## src/rtl/control_unit.sv

```systemverilog
// Multi-cycle accumulator control unit: fetches from a registered-read ROM and executes
// against a small registered-read RAM. FAULT and HALT are terminal until reset.
module control_unit #(
  parameter int RAM_SIZE = 2,
  parameter int ROM_SIZE = 8
) (
  input  logic                clk,
  input  logic                rst,
  output logic [ROM_SIZE-1:0] rom_addr,
  input  logic [15:0]         instr,
  output logic [RAM_SIZE-1:0] ram_addr,
  output logic                we,
  input  logic [15:0]         ram_out,
  output logic [15:0]         ram_in,
  output logic                fault,
  output logic [2:0]          dbg_state
);

  typedef enum logic [2:0] {
    S_FETCH  = 3'd0,
    S_DECODE = 3'd1,
    S_EXEC   = 3'd2,
    S_HALT   = 3'd3,
    S_FAULT  = 3'd4
  } state_t;

  localparam logic [3:0] OP_NOP   = 4'h0, OP_LDI = 4'h1, OP_LOAD = 4'h2, OP_STORE = 4'h3;
  localparam logic [3:0] OP_ADD   = 4'h4, OP_SUB = 4'h5, OP_AND  = 4'h6, OP_OR    = 4'h7;
  localparam logic [3:0] OP_XOR   = 4'h8, OP_JMP = 4'h9, OP_JZ   = 4'hA, OP_JC    = 4'hB;
  localparam logic [3:0] OP_SHL   = 4'hC, OP_SHR = 4'hD, OP_HALT = 4'hF;

  state_t              state_q, state_d;
  logic [ROM_SIZE-1:0] pc_q, pc_d, pc_inc;
  logic [15:0]         acc_q, acc_d;
  logic                z_q, z_d, c_q, c_d;
  logic [3:0]          op_q, op_d;
  logic [RAM_SIZE-1:0] ram_addr_q, ram_addr_d;
  logic [3:0]          op;
  logic [11:0]         imm;
  logic                mem_bad, jmp_bad, taken;
  logic [16:0]         wide;
  logic [15:0]         res;

  always_ff @(posedge clk or negedge rst) begin
    if (!rst) begin
      state_q    <= S_FETCH;
      pc_q       <= '0;
      acc_q      <= '0;
      z_q        <= 1'b0;
      c_q        <= 1'b0;
      op_q       <= OP_NOP;
      ram_addr_q <= '0;
    end else begin
      state_q    <= state_d;
      pc_q       <= pc_d;
      acc_q      <= acc_d;
      z_q        <= z_d;
      c_q        <= c_d;
      op_q       <= op_d;
      ram_addr_q <= ram_addr_d;
    end
  end

  always_comb begin
    state_d    = state_q;
    pc_d       = pc_q;
    acc_d      = acc_q;
    z_d        = z_q;
    c_d        = c_q;
    op_d       = op_q;
    ram_addr_d = ram_addr_q;
    we         = 1'b0;
    wide       = '0;
    res        = acc_q;
    op         = instr[15:12];
    imm        = instr[11:0];
    pc_inc     = pc_q + 1'b1;
    // Address bits beyond the memory's reach mean a malformed program, not a wrap.
    mem_bad    = (imm >> RAM_SIZE) != 12'd0;
    jmp_bad    = (imm >> ROM_SIZE) != 12'd0;
    taken      = (op == OP_JMP) || (op == OP_JZ && z_q) || (op == OP_JC && c_q);

    case (state_q)
      S_FETCH: state_d = S_DECODE;

      S_DECODE: begin
        op_d    = op;
        state_d = S_FETCH;
        case (op)
          OP_NOP: pc_d = pc_inc;
          OP_LDI: begin
            acc_d = {4'h0, imm};
            z_d   = (imm == 12'd0);
            pc_d  = pc_inc;
          end
          OP_SHL: begin
            acc_d = {acc_q[14:0], 1'b0};
            c_d   = acc_q[15];
            z_d   = (acc_q[14:0] == 15'd0);
            pc_d  = pc_inc;
          end
          OP_SHR: begin
            acc_d = {1'b0, acc_q[15:1]};
            c_d   = acc_q[0];
            z_d   = (acc_q[15:1] == 15'd0);
            pc_d  = pc_inc;
          end
          OP_JMP, OP_JZ, OP_JC: begin
            if (jmp_bad)    state_d = S_FAULT;
            else if (taken) pc_d = imm[ROM_SIZE-1:0];
            else            pc_d = pc_inc;
          end
          OP_STORE: begin
            if (mem_bad) state_d = S_FAULT;
            else begin
              we         = 1'b1;
              ram_addr_d = imm[RAM_SIZE-1:0];
              pc_d       = pc_inc;
            end
          end
          OP_LOAD, OP_ADD, OP_SUB, OP_AND, OP_OR, OP_XOR: begin
            if (mem_bad) state_d = S_FAULT;
            else begin
              ram_addr_d = imm[RAM_SIZE-1:0];
              state_d    = S_EXEC;
            end
          end
          OP_HALT: state_d = S_HALT;
          default: state_d = S_FAULT;
        endcase
      end

      S_EXEC: begin
        case (op_q)
          OP_LOAD: res = ram_out;
          OP_ADD: begin
            wide = {1'b0, acc_q} + {1'b0, ram_out};
            res  = wide[15:0];
            c_d  = wide[16];
          end
          OP_SUB: begin
            // Bit 16 of the widened difference is the borrow.
            wide = {1'b0, acc_q} - {1'b0, ram_out};
            res  = wide[15:0];
            c_d  = wide[16];
          end
          OP_AND:  res = acc_q & ram_out;
          OP_OR:   res = acc_q | ram_out;
          OP_XOR:  res = acc_q ^ ram_out;
          default: res = acc_q;
        endcase
        acc_d   = res;
        z_d     = (res == 16'd0);
        pc_d    = pc_inc;
        state_d = S_FETCH;
      end

      default: state_d = state_q;
    endcase
  end

  // ram_addr is presented during DECODE so the registered RAM returns data in EXEC.
  assign ram_addr  = ram_addr_d;
  assign rom_addr  = pc_q;
  assign ram_in    = acc_q;
  assign fault     = (state_q == S_FAULT);
  assign dbg_state = state_q;

endmodule

```

## config.mk

```make
export PLATFORM = sky130hd
export DESIGN_NAME = control_unit
export DESIGN_NICKNAME = d
export VERILOG_FILES = /design/src/rtl/control_unit.sv
export SDC_FILE = /design/constraint.sdc
export NUM_CORES = 1
export LEC_CHECK = 0
export BUFFER_PORTS_ARGS = -buffer_cell sky130_fd_sc_hd__buf_2
export CAP_MARGIN = 30
export CORE_MARGIN = 3
export CORE_UTILIZATION = 41
export CTS_BUF_LIST = sky130_fd_sc_hd__clkbuf_8
export DETAILED_ROUTE_END_ITERATION = 6
export GPL_TIMING_DRIVEN = 0
export SLEW_MARGIN = 20
export SYNTH_ARGS = -nofsm -noshare
export SYNTH_HDL_FRONTEND = slang
export SYNTH_SLANG_ARGS = --single-unit
```

## constraint.sdc

```tcl
create_clock -name clk -period 2.5 [get_ports clk]
set_input_delay 0.375 -clock clk [delete_from_list [all_inputs] [get_ports clk]]
set_output_delay 0.375 -clock clk [all_outputs]
set_load 0.02 [all_outputs]
```

==> results.txt, run 1 <==
status -> complete, but fails checks
failing checks -> setup timing
global route hottest layer -> met2
critical path cell sequence -> ha_4, inv_1, fa_1, nand2b_4, a21oi_4, buf_4, nor3_2, o311ai_4, a2111oi_2, a221oi_2, o22ai_1, a21oi_1
routed via count -> 6461
required time of the critical path -> 2.72 ns
sequential share of the synthesized area -> 0.171
Crit path depth -> 12
# DRC -> 0
post-synth top area cell -> dfrtp_1
largest net degree at the start of global routing -> 36
TNS Setup -> -2.39 ns
Iter 0 DRT Violations -> 780
Slew Limit Fails -> 0
Critical path origin -> ram_in[0]
Total Power -> 0.00942 W
Pwr Density -> 1360 nW/um^2
Static Leak -> 2.84 nW
Clock Path Buffers -> 2
Synth Area in Adders -> 0.135
CP Class -> flop to flop
mux cell area share after synthesis -> 0.0283
cts bufs inserted -> 5
Post-Synth XOR/XNOR Area -> 0.00684
number of global-route vias before repair -> 5958
Post-Syn Nets -> 804
Setup crit start kind -> flop
Post-Synth Simple-Gate Area -> 0.219
VDD IR-drop max -> 0.946 mV
Main synth FF type -> dfrtp_1
CTS Sinks -> 35
largest family of logic cells by synthesized area -> compound AO/OA/AOI/OAI gates
vias per std cell -> 6.43
Final #Nets -> 924
Placement Cell Area -> 5820 sq um
Max-cap violations -> 0
number of synthesized flops with an enable pin -> 0
Die X -> 118 um
Commonest cells post-synth -> 73 x a21oi_1, 69 x nor2_1, 68 x nand2_1
met3 Usage GRT -> 0.0586
# rows -> 40
Worst R2R Start -> ram_in[0]
Max-slew headroom -> 0.440
Pre-antenna DRT Iters -> 5
Yosys reg bits -> 35
CTS Root Cell -> clkbuf_8
Clk Latency, worst-skew pair -> 0.30 ns
Mapped Cells -> 716
post-route cell area -> 6940 sq um
Final Non-Filler Cells -> 1005
clk_skew -> 0.00725 ns
post-layout min period -> 2.90 ns
Layout area overhead -> 35.5%
die area -> 13900 sq um
share of cells above drive strength 1 -> 0.335
R2R depth -> 12
Final WS setup -> -0.399 ns
number of setup violations in the final report -> 10
CTS tree -> done
I/O pins -> 65
Yosys Warn Count -> 0
dominant cells by area after synthesis -> dfrtp_1 17%, ha_1 13%, a21oi_1 7.1%
Die Span Y -> 118 um
r2r setup slk -> -0.40 ns
hold_ws -> 0.167 ns
DP HPWL -> 16.3 mm
Buf/Inv on CP -> 2
Initial Utilization -> 0.423
top-count cell post-synth -> a21oi_1
Max Freq -> 345 MHz
H-Tree Depth -> 2
crit-path max cell delay -> 0.45 ns
Synth async-reset ratio -> 1.00
core box area -> 12100 sq um
worst r2r dst -> c_q
final hold vios -> 0
GR Util met1 -> 0.433
Post-Syn Area -> 5120 sq um
Critical Path Fanout Max -> 4
mean post-synth cell area -> 7.15 sq um
HP Class -> primary input to async pin
slew of the pin with the lowest slew margin -> 0.840 ns
crit path DAT -> 3.12 ns
delay-heaviest family, CP -> compound AO/OA/AOI/OAI gates
CP endpoint kind -> flop
Final Wtd Congestion -> 1.00
GR Util All Layers -> 0.309
M2 GR Usage -> 0.478
clock slew at reported path FFs -> 0.08 ns
number of antenna violations at the first check in global routing -> 0
DRT antenna net count -> 0
CP Capture Point -> c_q
grt total ovfl -> 0
Yosys cell types -> 74
drt wl/cell -> 22.5 um
first-pass GRT wire length -> 34.5 mm
hold buffer count at cts -> 0
RSZ-0062 raised after global routing -> true
critical path's slowest cell -> dfrtp_2
Post-Route WL -> 22.6 mm
final worst-path cycle share -> 1.16
# diodes -> 0
I/O Buffers -> 62
Yosys top cell area share -> 0.171
Placed Instances -> 946
Synth Area in Compound Gates -> 0.359
[registers in the layout (all words and copies together), names as in the netlist]
signal,cells
dbg_state,3
c_q,1
rom_addr,8
z_q,1
ram_addr_q,2
op_q,4
ram_in,16
[layout by cell type (no fill, tap or decap), types with 18 or more instances in the layout]
cell type  synthesis  layout
a21oi_1           73      60
buf_4              2      58
dfrtp_1           35      20
nand3_1           20      18
nand2_1           68      65
nor2_1            69      63
ha_1              52      34
buf_2             15      68
o21ai_0           53      49
o211ai_1          21      21
inv_1             49      39
[final cells by class]
type | count | area, sq um
Clock buffer | 7 | 96.3
Timing Repair Buffer | 117 | 731
Inverter | 50 | 206
Buffer | 43 | 259
Sequential cell | 35 | 895
Clock inverter | 1 | 3.75
Fill cell | 1169 | 5180
Tap cell | 168 | 210
Multi-Input combinational cell | 584 | 4530
[report_power, final]
group          internal, W  switching [W]  total (W)
clock network     0.000248       0.000236   0.000484
registers         0.000828       0.000391    0.00122
logic              0.00306        0.00466    0.00772
total              0.00414        0.00529    0.00942
[through the flow]
stage               utilization  setup WS (ns)
floorplan                     -        -0.0514
global placement          0.480         -0.859
detailed placement        0.480         -0.871
CTS                       0.546         -0.372
global route              0.573         -0.479
finish                    0.573         -0.399
[worst min-delay path by stage]
stage / startpoint / end / slack [ns] / depth (start not counted)
after floorplan: rst / c_q / 0.08 / 0
after detailed placement: ram_addr_q[0] / ram_addr_q[0] / 0.48 / 1
after CTS: rst / rom_addr[6] / 0.19 / 1
final: rst / rom_addr[7] / 0.17 / 1
after global placement: ram_addr_q[1] / ram_addr_q[1] / 0.47 / 1
after global routing: rst / rom_addr[6] / 0.22 / 1
[worst reg2reg max path, delay by kind of cell, from the launching register on]
kind                       cells  cell delay [ns]
AOI/OAI and AO/OA              6             1.34
buffers and inverters          2             0.20
adders and majority gates      2             0.59
and+or+nand+nor                2             0.25
DFF                            1             0.45
[layer usage]
layer  routed length, um  vias up
met5                   0        -
met4                 874        0
met3                2190       76
met2               10100      429
met1                9500     3064
li1                    -     2892
[kinds of logic (layout without fill, tap and decap cells)]
family	count (synthesis)	count (layout)
DFF	35	35
xor gates and xnor gates	4	4
and+or+nand+nor	231	231
muxes	14	14
AOI/OAI and AO/OA	281	281
adders and majority gates	54	54
buffers and inverters	97	218
[repair_timing]
item / in CTS / in global routing
pin swaps: 36 / 40
setup buffers: 41 / 14
setup endpoints to repair: 17 / 26
gates resized for setup: 86 / 48
Note: power is estimated with default switching activity, not from simulation.
==> run 2: changes to the inputs <==
--- a/config.mk
+++ b/config.mk
@@ -12,6 +12,7 @@
 export CTS_BUF_LIST = sky130_fd_sc_hd__clkbuf_8
 export DETAILED_ROUTE_END_ITERATION = 6
 export GPL_TIMING_DRIVEN = 0
+export REMOVE_ABC_BUFFERS = 1
 export SLEW_MARGIN = 20
 export SYNTH_ARGS = -nofsm -noshare
 export SYNTH_HDL_FRONTEND = slang
==> run 2 against run 1 <==
Effect of this change:
- the run still ends with setup timing left
- sequential cell count unchanged
- clock power decreased by 17%
- combinational power increased by 0.5%
- final area increased by 1.1%
- setup slack got worse by 0.12 ns
- first-iteration DRC count decreased by 14%
- register-to-register slack got worse by 0.12 ns
- sequential power increased by 7%
- fmax decreased by 4.1%
- worst hold slack improved by 0.021 ns
- cell count decreased by 2.2%
- critical path depth decreased by 3
- highest routed layer unchanged
==> results.txt, run 2 (synthesis gave the netlist of run 1 again) <==
area of the multi-input gates -> 4700 sq um (was 4530 sq um)
die area -> 13900 sq um (unchanged)
Final WS setup -> -0.523 ns (was -0.399 ns)
Slew Limit Fails -> 0 (unchanged)
Post-Route WL -> 20.8 mm (was 22.6 mm)
RSZ-0062 raised after global routing -> true (unchanged)
VDD IR-drop max -> 0.706 mV (was 0.946 mV)
worst r2r dst -> z_q (was c_q)
Clk Latency, worst-skew pair -> 0.29 ns (was 0.30 ns)
# rows -> 40 (unchanged)
post-route cell area -> 7010 sq um (was 6940 sq um)
Pwr Density -> 1350 nW/um^2 (was 1360 nW/um^2)
Critical Path Fanout Max -> 21 (was 4)
I/O pins -> 65 (unchanged)
status -> complete, but fails checks (unchanged)
Clock Path Buffers -> 2 (unchanged)
# DRC -> 0 (unchanged)
Static Leak -> 2.83 nW (was 2.84 nW)
Setup crit start kind -> flop (unchanged)
share of cells above drive strength 1 -> 0.374 (was 0.335)
CP Class -> flop to flop (unchanged)
I/O Buffers -> 64 (was 62)
Fillers -> 1144 (was 1169)
CTS tree -> done (unchanged)
required time of the critical path -> 2.69 ns (was 2.72 ns)
Max-slew headroom -> 0.434 (was 0.440)
hold buffer count at cts -> 0 (unchanged)
grt total ovfl -> 0 (unchanged)
final worst-path cycle share -> 1.21 (was 1.16)
r2r setup slk -> -0.52 ns (was -0.40 ns)
Placed Instances -> 905 (was 946)
Die Span Y -> 118 um (unchanged)
final hold vios -> 0 (unchanged)
routed via count -> 6244 (was 6461)
Layout area overhead -> 36.9% (was 35.5%)
DP HPWL -> 13.8 mm (was 16.3 mm)
first-pass GRT wire length -> 31.8 mm (was 34.5 mm)
CTS Sinks -> 35 (unchanged)
clk_skew -> 0.0112 ns (was 0.00725 ns)
R2R depth -> 9 (was 12)
HP Class -> primary input to async pin (unchanged)
number of antenna violations at the first check in global routing -> 0 (unchanged)
slew of the pin with the lowest slew margin -> 0.849 ns (was 0.840 ns)
crit-path max cell delay -> 0.59 ns (was 0.45 ns)
vias per std cell -> 6.35 (was 6.43)
critical path cell sequence -> nor3b_4, nor2_1, o21a_2, a211oi_1, a32o_1, o2111ai_2, nor4_2, nand4_1, o31ai_2 (was ha_4, inv_1, fa_1, nand2b_4, a21oi_4, buf_4, nor3_2, o311ai_4, a2111oi_2, a221oi_2, o22ai_1, a21oi_1)
DRT antenna net count -> 0 (unchanged)
Die X -> 118 um (unchanged)
# diodes -> 0 (unchanged)
Max-cap violations -> 0 (unchanged)
most frequent cells in the layout -> 65 x buf_4, 64 x buf_2, 63 x nand2_1 (was 68 x buf_2, 65 x nand2_1, 63 x nor2_1)
drt wl/cell -> 21.1 um (was 22.5 um)
critical path's slowest cell -> dfrtp_4 (was dfrtp_2)
core box area -> 12100 sq um (unchanged)
Worst R2R Start -> op_q[2] (was ram_in[0])
cts bufs inserted -> 5 (unchanged)
Final Wtd Congestion -> 0.993 (was 1.00)
Initial Utilization -> 0.423 (unchanged)
H-Tree Depth -> 2 (unchanged)
CTS Root Cell -> clkbuf_8 (unchanged)
failing checks -> setup timing (unchanged)
most common cell after layout, fill and taps aside -> buf_4 (was buf_2)
Pre-antenna DRT Iters -> 5 (unchanged)
CP endpoint kind -> flop (unchanged)
number of flip-flops under the largest register name -> 16 (unchanged)
register area -> 905 sq um (was 895 sq um)
GR Util All Layers -> 0.278 (was 0.309)
largest net degree at the start of global routing -> 39 (was 36)
Iter 0 DRT Violations -> 669 (was 780)
post-layout min period -> 3.02 ns (was 2.90 ns)
Final Non-Filler Cells -> 983 (was 1005)
clock slew at reported path FFs -> 0.08 ns (about the same)
number of global-route vias before repair -> 5813 (was 5958)
Placement Cell Area -> 5500 sq um (was 5820 sq um)
Final #Nets -> 902 (was 924)
number of setup violations in the final report -> 10 (unchanged)
crit path DAT -> 3.21 ns (was 3.12 ns)
Max Freq -> 331 MHz (was 345 MHz)
==> run 2: cell types whose count changed in the layout (fill, tap and decap cells not counted), sizes merged <==
cell      before  now
clkinvlp       1    0
buf          142  138
clkbuf        25    5
clkinv         1    2
inv           49   51
==> run 2: report_power, final <==
| group | internal (W) | switching, W |
|---|---|---|
| clock | 0.000188 | 0.000212 |
| combinational | 0.00319 | 0.00457 |
| sequential | 0.000842 | 0.000455 |
| total | 0.00422 | 0.00523 |
==> run 2: worst max-delay path: cells and delay by family, from the launching register on <==
family / cells / cell delay [ns]
AOI/OAI and AO/OA: 5 / 1.41
DFF: 1 / 0.59
and+or+nand+nor: 4 / 0.91
==> run 2: what timing repair did <==
item | 4_1_cts | 5_1_grt
endpoints found under the setup margin | 18 | 22
pin swaps | 41 | 38
resized for setup | 149 | 55
buffers inserted | 39 | 31
==> run 2: worst max path at each step <==
stage	startpoint	end	slack (ns)	cells after the start
finish	op_q[2]	z_q	-0.52	9
global route	op_q[2]	z_q	-0.56	9
detailed placement	op_q[0]	z_q	-1.37	9
floorplan	dbg_state[1]	ram_in[3]	-0.86	5
CTS	ram_in[0]	z_q	-0.41	13
global placement	instr[12]	ram_in[3]	-2.18	5
==> run 2: layer usage <==
layer,up-vias,part of all wire,global-route usage
met5,-,0,0
met4,0,0.031,0.0894
met3,57,0.082,0.0380
met2,325,0.46,0.450
met1,3019,0.43,0.384
li1,2843,-,-
==> run 2: final cells by class <==
cell class	instances	area share
flip-flops and latches	35	0.129
clock inverters	3	0.00178
multi-input cells	584	0.670
well taps	168	0.0300
clock buffers	5	0.00982
inverters	50	0.0293
repair buffers	138	0.130
==> run 2: metrics by stage <==
stage / setup slack (ns) / hold slack, ns / power, W / util / setup TNS (ns)
3_3_place_gp: -2.18 / 0.477 / 0.00628 / 0.448 / -33.57
4_1_cts: -0.410 / 0.209 / 0.00832 / 0.539 / -1.68
2_1_floorplan: -0.863 / 0.0794 / 0.00468 / - / -10.27
3_5_place_dp: -1.37 / 0.488 / 0.00636 / 0.454 / -14.65
5_1_grt: -0.563 / 0.249 / 0.00998 / 0.579 / -2.95
6_report: -0.523 / 0.188 / 0.00946 / 0.579 / -2.03
==> run 3: changes to the inputs <==
--- a/config.mk
+++ b/config.mk
@@ -12,8 +12,10 @@
 export CTS_BUF_LIST = sky130_fd_sc_hd__clkbuf_8
 export DETAILED_ROUTE_END_ITERATION = 6
 export GPL_TIMING_DRIVEN = 0
+export MAX_ROUTING_LAYER = met4
 export REMOVE_ABC_BUFFERS = 1
 export SLEW_MARGIN = 20
 export SYNTH_ARGS = -nofsm -noshare
 export SYNTH_HDL_FRONTEND = slang
 export SYNTH_SLANG_ARGS = --single-unit
+export TNS_END_PERCENT = 10
==> run 3 against run 2 <==
Effect of this change:
- the run still ends with setup timing left
- register-to-register slack better by 0.08 ns
- cell count down 1.2%
- clock skew down 0.0021 ns
- first-iteration DRC count up 3.4%
- final area down 2.6%
- clock power down 3%
- combinational power down 3.6%
- critical path depth up 2
- global-route usage up 1.4 points
- largest power group unchanged
==> results.txt, run 3 (synthesis gave the netlist of run 1 again) <==
first-pass GRT wire length -> 31.9 mm (was 31.8 mm)
Worst R2R Start -> ram_in[5] (was op_q[2])
Max Freq -> 340 MHz (was 331 MHz)
sequential share of power -> 0.146 (was 0.137)
CP Class -> flop to flop (unchanged)
core box area -> 12100 sq um (unchanged)
CTS Sinks -> 35 (unchanged)
CP endpoint kind -> flop (unchanged)
DP HPWL -> 14.0 mm (was 13.8 mm)
number of antenna violations at the first check in global routing -> 0 (unchanged)
hold buffer count at cts -> 0 (unchanged)
CP Capture Point -> z_q (unchanged)
Final WS setup -> -0.445 ns (was -0.523 ns)
failing checks -> setup timing (unchanged)
CTS Root Cell -> clkbuf_8 (unchanged)
Max-cap violations -> 0 (unchanged)
crit-path max cell delay -> 0.44 ns (was 0.59 ns)
Pre-antenna DRT Iters -> 6 (was 5)
vias per std cell -> 6.30 (was 6.35)
largest net degree at the start of global routing -> 39 (unchanged)
R2R depth -> 11 (was 9)
Fillers -> 1178 (was 1144)
share of cells above drive strength 1 -> 0.341 (was 0.374)
most frequent cells in the layout -> 67 x nand2_1, 64 x a21oi_1, 64 x nor2_1, 64 x buf_2, 57 x buf_4 (was 65 x buf_4, 64 x buf_2, 63 x nand2_1)
Clock Path Buffers -> 2 (unchanged)
# diodes -> 0 (unchanged)
# DRC -> 0 (unchanged)
Pint -> 0.00407 W (was 0.00422 W)
Die Span Y -> 118 um (unchanged)
slew of the pin with the lowest slew margin -> 0.836 ns (was 0.849 ns)
GR Util All Layers -> 0.292 (was 0.278)
Slew Limit Fails -> 0 (unchanged)
final hold vios -> 0 (unchanged)
# rows -> 40 (unchanged)
number of flip-flops under the largest register name -> 16 (unchanged)
pre-CTS WS -> -1.49 ns (was -1.37 ns)
Final Wtd Congestion -> 0.965 (was 0.993)
routed via count -> 6114 (was 6244)
Critical Path Fanout Max -> 12 (was 21)
switching part of the total -> 0.558 (was 0.553)
crit path DAT -> 3.16 ns (was 3.21 ns)
Placed Instances -> 905 (unchanged)
critical path cell sequence -> inv_2, ha_4, o21a_1, nor2_1, o21a_1, nor2_1, a211o_1, o32a_1, nor4_4, nand4_1, o31ai_2 (was nor3b_4, nor2_1, o21a_2, a211oi_1, a32o_1, o2111ai_2, nor4_2, nand4_1, o31ai_2)
clk_skew -> 0.00905 ns (was 0.0112 ns)
RSZ-0062 raised after global routing -> true (unchanged)
Final #Nets -> 892 (was 902)
Total Power -> 0.00921 W (was 0.00946 W)
status -> complete, but fails checks (unchanged)
VDD IR-drop max -> 0.630 mV (was 0.706 mV)
clock slew at reported path FFs -> 0.07 ns (was 0.08 ns)
Setup crit start kind -> flop (unchanged)
final worst-path cycle share -> 1.18 (was 1.21)
Critical path origin -> ram_in[5] (was op_q[2])
DRT antenna net count -> 0 (unchanged)
Post-Route WL -> 20.9 mm (was 20.8 mm)
grt total ovfl -> 0 (unchanged)
Initial Utilization -> 0.423 (unchanged)
Clk Latency, worst-skew pair -> 0.30 ns (was 0.29 ns)
H-Tree Depth -> 2 (unchanged)
worst r2r dst -> z_q (unchanged)
Die X -> 118 um (unchanged)
die area -> 13900 sq um (unchanged)
Switching Power -> 0.00514 W (was 0.00523 W)
HP Class -> primary input to async pin (unchanged)
I/O pins -> 65 (unchanged)
cts bufs inserted -> 5 (unchanged)
drt wl/cell -> 21.5 um (was 21.1 um)
required time of the critical path -> 2.71 ns (was 2.69 ns)
clock power share -> 0.042 (about the same)
Gate power share -> 0.812 (was 0.821)
CTS tree -> done (unchanged)
number of setup violations in the final report -> 12 (was 10)
TNS Setup -> -2.25 ns (was -2.03 ns)
number of global-route vias before repair -> 5767 (was 5813)
Static Leak -> 2.76 nW (was 2.83 nW)
Iter 0 DRT Violations -> 692 (was 669)
r2r setup slk -> -0.45 ns (was -0.52 ns)
Layout area overhead -> 33.3% (was 36.9%)
Pwr Density -> 1350 nW/um^2 (about the same)
post-layout min period -> 2.95 ns (was 3.02 ns)
critical path's slowest cell -> dfrtp_2 (was dfrtp_4)
Final Non-Filler Cells -> 971 (was 983)
Max-slew headroom -> 0.442 (was 0.434)
I/O Buffers -> 64 (unchanged)
most common cell after layout, fill and taps aside -> nand2_1 (was buf_4)
run 3: metal layers:
| layer | vias up | wire length [um] | GRT usage |
|---|---|---|---|
| met4 | 0 | 777 | 0.0967 |
| met1 | 2944 | 9010 | 0.386 |
| met3 | 57 | 1520 | 0.0452 |
| met5 | - | 0 | - |
| met2 | 285 | 9560 | 0.459 |
| li1 | 2828 | - | - |
run 3: layout make-up:
class | instances | area [sq um] | share of cell area
clock buffers | 5 | 68.8 | 0.0101
clock inverters | 1 | 3.75 | 0.000550
inverters | 50 | 203 | 0.0297
multi-input cells | 584 | 4600 | 0.674
flip-flops and latches | 35 | 903 | 0.132
well taps | 168 | 210 | 0.0308
repair buffers | 128 | 840 | 0.123
run 3: how the worst min path moves through the flow:
| stage | cells past startpoint | to | slack (ns) |
|---|---|---|---|
| 6_report | 1 | dbg_state[2] | 0.18 |
| 5_1_grt | 1 | dbg_state[2] | 0.24 |
| 4_1_cts | 1 | dbg_state[0] | 0.20 |
| 3_5_place_dp | 1 | ram_addr_q[0] | 0.49 |
| 3_3_place_gp | 1 | ram_addr_q[1] | 0.48 |
| 2_1_floorplan | 0 | c_q | 0.08 |
run 3: per-stage QoR:
| stage | hold WS, ns | instance area (sq um) | util |
|---|---|---|---|
| floorplan | 0.0794 | 4890 | - |
| global placement | 0.477 | 5430 | 0.448 |
| detailed placement | 0.493 | 5500 | 0.454 |
| CTS | 0.198 | 6470 | 0.534 |
| global route | 0.237 | 6830 | 0.564 |
| finish | 0.181 | 6830 | 0.564 |
run 3: power groups by stage:
stage                     combinational (W)  sequential [W]  clock (W)
final                               0.00748         0.00134   0.000387
after global routing                0.00793         0.00138   0.000422
after CTS                           0.00662         0.00133   0.000389
after detailed placement            0.00495         0.00146          0
after global placement              0.00489         0.00144          0
after floorplan                     0.00322         0.00145          0
run 3: timing repair:
action                                  4_1_cts  5_1_grt
endpoints found under the setup margin       18       22
resized for setup                           128       49
setup buffers                                41       19
pin swaps                                    26       36
run 3: critical path: cells and delay by family, from the launching register on:
kind | cells | cell delay [ns]
fa+ha+maj | 1 | 0.25
flops | 1 | 0.44
buf+inv | 1 | 0.13
compound gates | 5 | 1.32
simple gates | 4 | 0.70
